### src/rtl/pipeline_ctrl_pkg.sv
// Shared definitions for the pipeline sequencer: FSM encodings, register
// index width, the x0 constant and the bundle of stall/flush controls.
package pipeline_ctrl_pkg;

  localparam int REG_ADDR_W = 5;
  localparam logic [REG_ADDR_W-1:0] X0 = '0;

  typedef enum logic [1:0] {
    INIT     = 2'd0,
    RUN      = 2'd1,
    MEM_WAIT = 2'd2
  } ctrl_state_e;

  // One field per pipeline control line, in a fixed order.
  typedef struct packed {
    logic pc_stall;
    logic ifid_stall;
    logic ifid_flush;
    logic idex_stall;
    logic idex_flush;
    logic exmem_stall;
  } ctrl_t;

  localparam ctrl_t CTRL_NONE = '0;

  // Pipeline registers have no reset, so bubbles are forced in instead.
  localparam ctrl_t CTRL_RESET = '{pc_stall: 1'b1, ifid_stall: 1'b0,
                                   ifid_flush: 1'b1, idex_stall: 1'b0,
                                   idex_flush: 1'b1, exmem_stall: 1'b0};

  // Data memory not ready: everything in front of MEM holds.
  localparam ctrl_t CTRL_FREEZE = '{pc_stall: 1'b1, ifid_stall: 1'b1,
                                    ifid_flush: 1'b0, idex_stall: 1'b1,
                                    idex_flush: 1'b0, exmem_stall: 1'b1};

endpackage

### src/rtl/hazard_detect_unit.sv
// Load-use comparator: the instruction in decode reads a register that the
// load currently in EX has not produced yet. x0 never creates a dependency.
module hazard_detect_unit
  import pipeline_ctrl_pkg::*;
(
  input  logic [REG_ADDR_W-1:0] id_rs1,
  input  logic [REG_ADDR_W-1:0] id_rs2,
  input  logic                  id_uses_rs1,
  input  logic                  id_uses_rs2,
  input  logic [REG_ADDR_W-1:0] ex_rd,
  input  logic                  ex_mem_read,
  output logic                  load_use
);

  assign load_use = ex_mem_read && (ex_rd != X0) &&
                    ((id_uses_rs1 && (id_rs1 == ex_rd)) ||
                     (id_uses_rs2 && (id_rs2 == ex_rd)));

endmodule

### src/rtl/pipeline_hazard_ctrl.sv
// Central pipeline sequencer: flushes the un-reset pipeline registers after
// reset, then resolves data-memory freezes, redirects, load-use bubbles and
// fetch waits. Optional performance counters: define HAZARD_PERF_CNT_EN.
module pipeline_hazard_ctrl
  import pipeline_ctrl_pkg::*;
#(
  parameter int RST_FLUSH_CYCLES = 3,
  parameter int MEM_TIMEOUT      = 1024
`ifdef HAZARD_PERF_CNT_EN
  , parameter int CNT_W          = 32
`endif
) (
  input  logic                  clk,
  input  logic                  rst,
  input  logic [REG_ADDR_W-1:0] id_rs1,
  input  logic [REG_ADDR_W-1:0] id_rs2,
  input  logic                  id_uses_rs1,
  input  logic                  id_uses_rs2,
  input  logic [REG_ADDR_W-1:0] ex_rd,
  input  logic                  ex_mem_read,
  input  logic                  ex_redirect,
  input  logic                  imem_ready,
  input  logic                  dmem_busy,
  output logic                  pc_stall,
  output logic                  ifid_stall,
  output logic                  ifid_flush,
  output logic                  idex_stall,
  output logic                  idex_flush,
  output logic                  exmem_stall,
  output logic [1:0]            ctrl_state,
  output logic                  mem_timeout
`ifdef HAZARD_PERF_CNT_EN
  , output logic [CNT_W-1:0]    perf_stall_cycles
  , output logic [CNT_W-1:0]    perf_flush_count
`endif
);

  localparam int INIT_W = $clog2(RST_FLUSH_CYCLES + 1);
  localparam int WAIT_W = $clog2(MEM_TIMEOUT + 1);
  localparam logic [INIT_W-1:0] INIT_LAST = INIT_W'(RST_FLUSH_CYCLES - 1);
  localparam logic [WAIT_W-1:0] WAIT_MAX  = WAIT_W'(MEM_TIMEOUT);

  ctrl_state_e        state_q, state_d;
  logic [INIT_W-1:0]  init_cnt_q, init_cnt_d;
  logic [WAIT_W-1:0]  wait_cnt_q, wait_cnt_d;
  logic               timeout_q, timeout_d;
  logic               load_use;
  logic               redirect_taken;
  ctrl_t              ctrl;

  hazard_detect_unit u_hazard_detect (
    .id_rs1      (id_rs1),
    .id_rs2      (id_rs2),
    .id_uses_rs1 (id_uses_rs1),
    .id_uses_rs2 (id_uses_rs2),
    .ex_rd       (ex_rd),
    .ex_mem_read (ex_mem_read),
    .load_use    (load_use)
  );

  // Next-state, counters and the priority-ordered control decision.
  always_comb begin
    // NOTE: every signal written here gets a default first so no path can
    // leave one unassigned and infer a latch.
    state_d        = state_q;
    init_cnt_d     = init_cnt_q;
    wait_cnt_d     = wait_cnt_q;
    timeout_d      = timeout_q;
    ctrl           = CTRL_NONE;
    redirect_taken = 1'b0;

    case (state_q)
      INIT: begin
        ctrl = CTRL_RESET;
        if (init_cnt_q == INIT_LAST) begin
          init_cnt_d = '0;
          state_d    = RUN;
        end else begin
          init_cnt_d = init_cnt_q + 1'b1;
        end
      end
      RUN, MEM_WAIT: begin
        if (dmem_busy) begin
          // Redirects are ignored here; the branch stays in EX until thaw.
          ctrl    = CTRL_FREEZE;
          state_d = MEM_WAIT;
          if (state_q == MEM_WAIT) begin
            // Saturate so a long hang cannot wrap the counter.
            if (wait_cnt_q != WAIT_MAX) wait_cnt_d = wait_cnt_q + 1'b1;
            if (wait_cnt_d == WAIT_MAX) timeout_d = 1'b1;
          end
        end else begin
          state_d    = RUN;
          wait_cnt_d = '0;
          if (ex_redirect) begin
            ctrl.ifid_flush = 1'b1;
            ctrl.idex_flush = 1'b1;
            redirect_taken  = 1'b1;
          end else if (load_use) begin
            ctrl.pc_stall   = 1'b1;
            ctrl.ifid_stall = 1'b1;
            ctrl.idex_flush = 1'b1;
          end else if (!imem_ready) begin
            ctrl.pc_stall   = 1'b1;
            ctrl.ifid_flush = 1'b1;
          end
        end
      end
      default: state_d = INIT;
    endcase
  end

  // State and counter registers with synchronous reset.
  always_ff @(posedge clk) begin
    // NOTE: sequential state uses non-blocking assignments so every flop
    // samples pre-edge values regardless of statement order.
    if (rst) begin
      state_q    <= INIT;
      init_cnt_q <= '0;
      wait_cnt_q <= '0;
      timeout_q  <= 1'b0;
    end else begin
      state_q    <= state_d;
      init_cnt_q <= init_cnt_d;
      wait_cnt_q <= wait_cnt_d;
      timeout_q  <= timeout_d;
    end
  end

  // Reset overrides the outputs directly so they are valid while rst is high.
  always_comb begin
    ctrl_t out_c;
    out_c       = rst ? CTRL_RESET : ctrl;
    pc_stall    = out_c.pc_stall;
    ifid_stall  = out_c.ifid_stall;
    ifid_flush  = out_c.ifid_flush;
    idex_stall  = out_c.idex_stall;
    idex_flush  = out_c.idex_flush;
    exmem_stall = out_c.exmem_stall;
    ctrl_state  = rst ? INIT : state_q;
    mem_timeout = timeout_q && !rst;
  end

`ifdef HAZARD_PERF_CNT_EN
  logic [CNT_W-1:0] stall_cnt_q, stall_cnt_d;
  logic [CNT_W-1:0] flush_cnt_q, flush_cnt_d;

  // Stall cycles outside INIT and redirects acted on; both wrap freely.
  always_comb begin
    stall_cnt_d = stall_cnt_q;
    flush_cnt_d = flush_cnt_q;
    if (ctrl.pc_stall && (state_q == RUN || state_q == MEM_WAIT))
      stall_cnt_d = stall_cnt_q + CNT_W'(1);
    if (redirect_taken)
      flush_cnt_d = flush_cnt_q + CNT_W'(1);
  end

  // Performance counter registers.
  always_ff @(posedge clk) begin
    if (rst) begin
      stall_cnt_q <= '0;
      flush_cnt_q <= '0;
    end else begin
      stall_cnt_q <= stall_cnt_d;
      flush_cnt_q <= flush_cnt_d;
    end
  end

  assign perf_stall_cycles = stall_cnt_q;
  assign perf_flush_count  = flush_cnt_q;
`endif

endmodule

### config.mk
export PLATFORM = sky130hd
export DESIGN_NAME = pipeline_hazard_ctrl
export DESIGN_NICKNAME = d
export VERILOG_FILES = /design/src/rtl/pipeline_ctrl_pkg.sv /design/src/rtl/hazard_detect_unit.sv /design/src/rtl/pipeline_hazard_ctrl.sv
export SDC_FILE = /design/constraint.sdc
export NUM_CORES = 1
export LEC_CHECK = 0
export ABC_CLOCK_PERIOD_IN_PS = 4300
export CORE_ASPECT_RATIO = 0.75
export CORE_UTILIZATION = 52
export CTS_BUF_LIST = sky130_fd_sc_hd__clkbuf_16
export DETAILED_ROUTE_END_ITERATION = 12
export PLACE_DENSITY = 0.82
export SYNTH_ARGS = -nofsm -noshare
export SYNTH_HDL_FRONTEND = slang
export SYNTH_SLANG_ARGS = --single-unit
### constraint.sdc
create_clock -name clk -period 4.3 [get_ports clk]
set_clock_uncertainty 0.1 [all_clocks]
set_input_delay 0.86 -clock clk [delete_from_list [all_inputs] [get_ports clk]]
set_output_delay 0.86 -clock clk [all_outputs]
set_load 0.01 [all_outputs]
Yosys cells after proc, flatten, opt, wreduce, memory -nomap -nowiden --
Cells that the tools add are included.
Word-level totals: input port bits 23, output and inout bits 9, RAM bits 0, logic and storage cells 50, memories 0, latch bits 0, ROM bits 0, register bits after elaboration 16
Operators by class: magnitude comparators 0, div/mod/pow operators 0, reductions and logical operators 12, multipliers 0, bitwise operators 0, add/sub/neg operators 2, shift-type cells 0, equal/unequal tests 9, muxes and demuxes 23
Operators by type and width (count):
- 11-bit 2-to-1 mux | 6
- 6-bit one-hot mux with 2 select lines | 1
- 11-bit by 1-bit adder with 11-bit output, second input constant | 1
- 11-bit == test, second input constant | 1
- 11-bit != test, second input constant | 1
- 5-bit == test | 2
- 2-bit 2-to-1 mux | 5
- 1-bit 2-to-1 mux | 8
- 6-bit 2-to-1 mux | 1
- 1-bit logical AND | 5
- 5-bit nonzero test | 1
- 2-bit == test, second input constant | 2
- 2-bit one-hot mux with 2 select lines | 1
- 4-bit AND reduction | 1
- 3-bit 2-to-1 mux | 1
- 2-bit by 1-bit adder with 2-bit output, second input constant | 1
- 2-bit by 1-bit == test with 1-bit output, second input constant | 1
- 2-bit zero test | 1
- 2-bit by 1-bit != test with 1-bit output, second input constant | 1
- 2-bit != test, second input constant | 1
- 2-bit AND reduction | 1
- 2-bit OR reduction | 1
- 1-bit zero test | 1
- 1-bit logical OR | 1

Logic depth before layout (Yosys ltp) --
depth in word-level cells 9, mapped depth 8, depth with buffers taken out 7

Hierarchy --
From an unflattened synthesis, not the netlist that was laid out.
Unflattened totals: cells, all modules 164, area total of the unflattened synthesis 1286.2 um^2
Modules (own cells, without submodules):
- pipeline_hazard_ctrl | cells an instance 147, times used 1, sequential area each 320.3 um^2, area an instance 1152.4 um^2
- hazard_detect_unit | cells an instance 17, times used 1, sequential area each 0.0 um^2, area an instance 133.9 um^2

Worst setup path after synthesis --
OpenSTA, ideal clock, no wires.
kind input port to output port, from in ex_rd[2], to out pc_stall, slack 1.377 ns, required time 3.340 ns, stages on the path 5, path buffers 0, arrival 1.963 ns, cell sequence xnor2_1 nand4_1 o22ai_1 a21boi_0 o311ai_0
On the way: word-level cells in the longest chain between the ends 9, elaborated cells between the ends (all ways) 13, classes of those cells 2 x eq/ne; 5 x mux; 6 x reduce/logical
Ends and longest elaborated chain:
- start: declaration | RTL line pipeline_hazard_ctrl.sv:19 | input logic [REG_ADDR_W-1:0] ex_rd,
- 5-bit == test (on tied branches) | RTL line hazard_detect_unit.sv:16, hazard_detect_unit.sv:17
- 1-bit logical AND (on tied branches) | RTL line hazard_detect_unit.sv:16, hazard_detect_unit.sv:17
- 1-bit logical OR | RTL line hazard_detect_unit.sv:16 | ((id_uses_rs1 && (id_rs1 == ex_rd)) ||
- 1-bit logical AND * | RTL line hazard_detect_unit.sv:15 | assign load_use = ex_mem_read && (ex_rd != X0) &&
- 1-bit 2-to-1 mux * | RTL line pipeline_hazard_ctrl.sv:99 | end else if (load_use) begin
- 2-bit 2-to-1 mux * | RTL line pipeline_hazard_ctrl.sv:95 | if (ex_redirect) begin
- 3-bit 2-to-1 mux * | RTL line pipeline_hazard_ctrl.sv:83 | if (dmem_busy) begin
- 6-bit one-hot mux with 2 select lines * | RTL line pipeline_hazard_ctrl.sv:72 | case (state_q)
- 6-bit 2-to-1 mux * | RTL line pipeline_hazard_ctrl.sv:133 | out_c = rst ? CTRL_RESET : ctrl;
- end: declaration | RTL line pipeline_hazard_ctrl.sv:24 | output logic pc_stall,
Every way passes the cells marked *; elsewhere a longest branch is shown, timed or not.

Worst setup path after layout --
from in ex_rd[3], to out pc_stall
Same word-level chain as after synthesis.

==> metrics <==
share of layout cells above drive strength 1 0.06283; ANT nets after route 0; Vias per Instance roughly 5.7; relative slew slack 0.3453; Synth Cell Area around 1200 sq um; initial antenna violation count 0; Rows 14; Antenna diodes 0; Iteration-0 DRC Markers a little under 60; flops & latches, synth 16; H-tree levels 1; R2R setup slack ~1.7 ns; max-slew violation count 0; synth warn 0; CP peak stage delay about 0.6 ns; Critical path origin ex_rd[3]; worst path cell trace clkdlybuf4s50_1, xnor2_1, nand4_1, o22ai_1, a21boi_0, o311ai_0, clkdlybuf4s50_1; HP Start wait_cnt_q[10]$_SDFFE_PP0P_; PwrDens around 320 nW/um^2; Multi-input gate area ~810 sq um; total track usage 0.2810; # port buffers 31; boundary pin count 32; FF+latch area around 320 sq um; Routability Congestion 0.9195; HPWL after DPL between 2000 and 3000 um; status completed; dpl cell area between 1500 and 2000 sq um; largest net degree at the start of global routing 14; via count approximately 1.3k; final hold vios 0; drt pass-1 iters 4; required time worst endpoint about 3.3 ns; startpoint types input pin; Remaining DRCs 0; area leader, netlist dfxtp_1; CTS Sinks 16; shortest period the worst path allows roughly 4 ns; Critical R2R Launch wait_cnt_q[0]$_SDFFE_PP0P_; die height roughly 44 um; period utilisation layout 0.9291; Setup crit end pc_stall; Slew @ Worst Pin between 0.9 and 1 ns; Arr. time, crit path about 3.0 ns; Initial Util 0.5821; clock slew at reported path FFs around 0.05 ns; final WL about 3200 um; core footprint between 2000 and 2500 sq um; Mean Syn Cell Area 7.569 sq um; number of CTS-inserted buffers 3; slowest stage cell, crit path clkdlybuf4s50_1; setup_tns 0 ns; nets 220; cell count after synthesis around 160; layout overhead on the synthesized area 31.54%; critical path type in -> out; RSZ-0062 raised after global routing no; CTS Root Cell clkbuf_16; RR Endpoint wait_cnt_q[8]$_SDFFE_PP0P_; post-CTS sizing 0; Clock Latency Late Sink about 0.25 ns; largest cells by area after synthesis dfxtp_1 26%, xnor2_1 7.8%, a21oi_1 6.9%; top cell family by delay on the critical path buffers and inverters; fin area between 1500 and 2000 sq um; Peak Freq around 250 MHz; part of the Yosys area used for sequential elements 0.2596; worst-path fanout max 4; Synth cell types 42; Crit path depth 7; crit end category output port; final setup vio count 0; total die area between 2000 and 3000 sq um; Hold Path Class reg -> reg; Peak supply drop around 0.22 mV; Leak 0.0005870 uW; TritonCTS clock tree done; Mapped Nets 191; max_cap viols 0; cell mode on critical path clkdlybuf4s50_1; Overflow after GRT 0; fill count around 160; first-pass GRT wire length around 5400 um; WL/cell about 14 um; vias in the first global route around 1.1k; top-area cell type share of the netlist area 0.2596; cells on worst reg2reg path 7; most common cell after layout, fill and taps aside clkdlybuf4s50_1; commonest non-fill, non-tap cells in the layout 31 x clkdlybuf4s50_1, 18 x nor2_1, 17 x a21oi_1; Die X between 50 and 60 um; CP bufs+invs 2; Setup Fix Bufs, Post-CTS 0; hold buffer count at cts 0; clock buffer depth 2
per-stage QoR:
stage	std cells	total power (uW)	hold WS [ns]	setup slack (ns)	utilization
after global routing	223	545.6	0.4091	0.1905	0.7656
after global placement	219	329.8	0.3449	0.3496	0.7285
after floorplan	163	268.0	0.3306	1.377	-
after CTS	223	522.7	0.3932	0.2993	0.7656
after detailed placement	219	339.9	0.3864	0.3080	0.7285
final	223	519.3	0.3872	0.3048	0.7656
worst register-to-register path: cells and delay by family, from the launching register on:
family / cells / cell delay, ns
DFF: 1 / 0.33
buffers and inverters: 1 / 0.16
AOI/OAI and AO/OA: 3 / 1.07
adders and majority gates: 1 / 0.17
and+or+nand+nor: 2 / 0.66
worst min path at each step:
stage                             endpoint  slack, ns  cells past startpoint
2_1_floorplan       timeout_q$_SDFFE_PP0P_       0.33                      2
5_1_grt             timeout_q$_SDFFE_PP0P_       0.41                      2
4_1_cts        wait_cnt_q[10]$_SDFFE_PP0P_       0.39                      2
6_report       wait_cnt_q[10]$_SDFFE_PP0P_       0.39                      2
3_5_place_dp   wait_cnt_q[10]$_SDFFE_PP0P_       0.39                      2
3_3_place_gp        timeout_q$_SDFFE_PP0P_       0.34                      2
cell type report:
cell class,count,share of cell area
Multi-Input combinational cell,126,0.5012
Timing Repair Buffer,33,0.2005
Sequential cell,16,0.1974
Clock buffer,3,0.04626
Inverter,12,0.02776
Tap cell,32,0.02467
Clock inverter,1,0.002313
Yosys cell counts:
cell,instances
o21ai_1,1
o21ai_0,10
nand2b_1,2
nor3_1,4
or3_2,1
clkbuf_1,4
a211oi_1,5
mux2_2,1
o21a_1,1
nand4_1,3
o211ai_1,1
nand3b_1,2
a31oi_1,3
a21boi_0,1
xor2_1,3
nand2_1,8
a21oi_1,17
or3_1,1
buf_4,1
a22oi_1,2
o41ai_1,1
o22a_1,1
buf_6,2
and3_1,3
nor2_1,18
and3_2,1
or4_1,3
nor4_1,3
dfxtp_1,16
nand3_1,6
inv_1,12
o311ai_0,1
o22ai_1,1
a211o_1,1
or4bb_1,1
xnor2_1,11
o41ai_2,1
or4_4,1
or2_2,1
nor4_4,1
buf_2,2
ha_1,5
power by group:
| group | internal [uW] | switching [uW] |
|---|---|---|
| combinational | 82.4 | 87.8 |
| clock | 123 | 56.9 |
| sequential | 160 | 8.61 |
sequential cells by signal (all words and copies together), names as in the netlist:
signal,cells
wait_cnt_q,11
init_cnt_q,2
state_q,2
timeout_q,1
metal layers:
metal / global-route usage / vias up / wire, um
met3: 0.06433 / 4 / 238
met4: 0.08571 / 0 / 40
met2: 0.4460 / 42 / 1420
met1: 0.3838 / 578 / 1520
met5: 0 / - / 0
li1: - / 644 / -
kinds of logic after synthesis:
group,synth area share
and+or+nand+nor,0.2637
AOI/OAI and AO/OA,0.2363
buffers and inverters,0.08113
DFF,0.2596
xor gates and xnor gates,0.09939
adders and majority gates,0.05071
muxes,0.009127
Power figures use the tool's default switching activity.
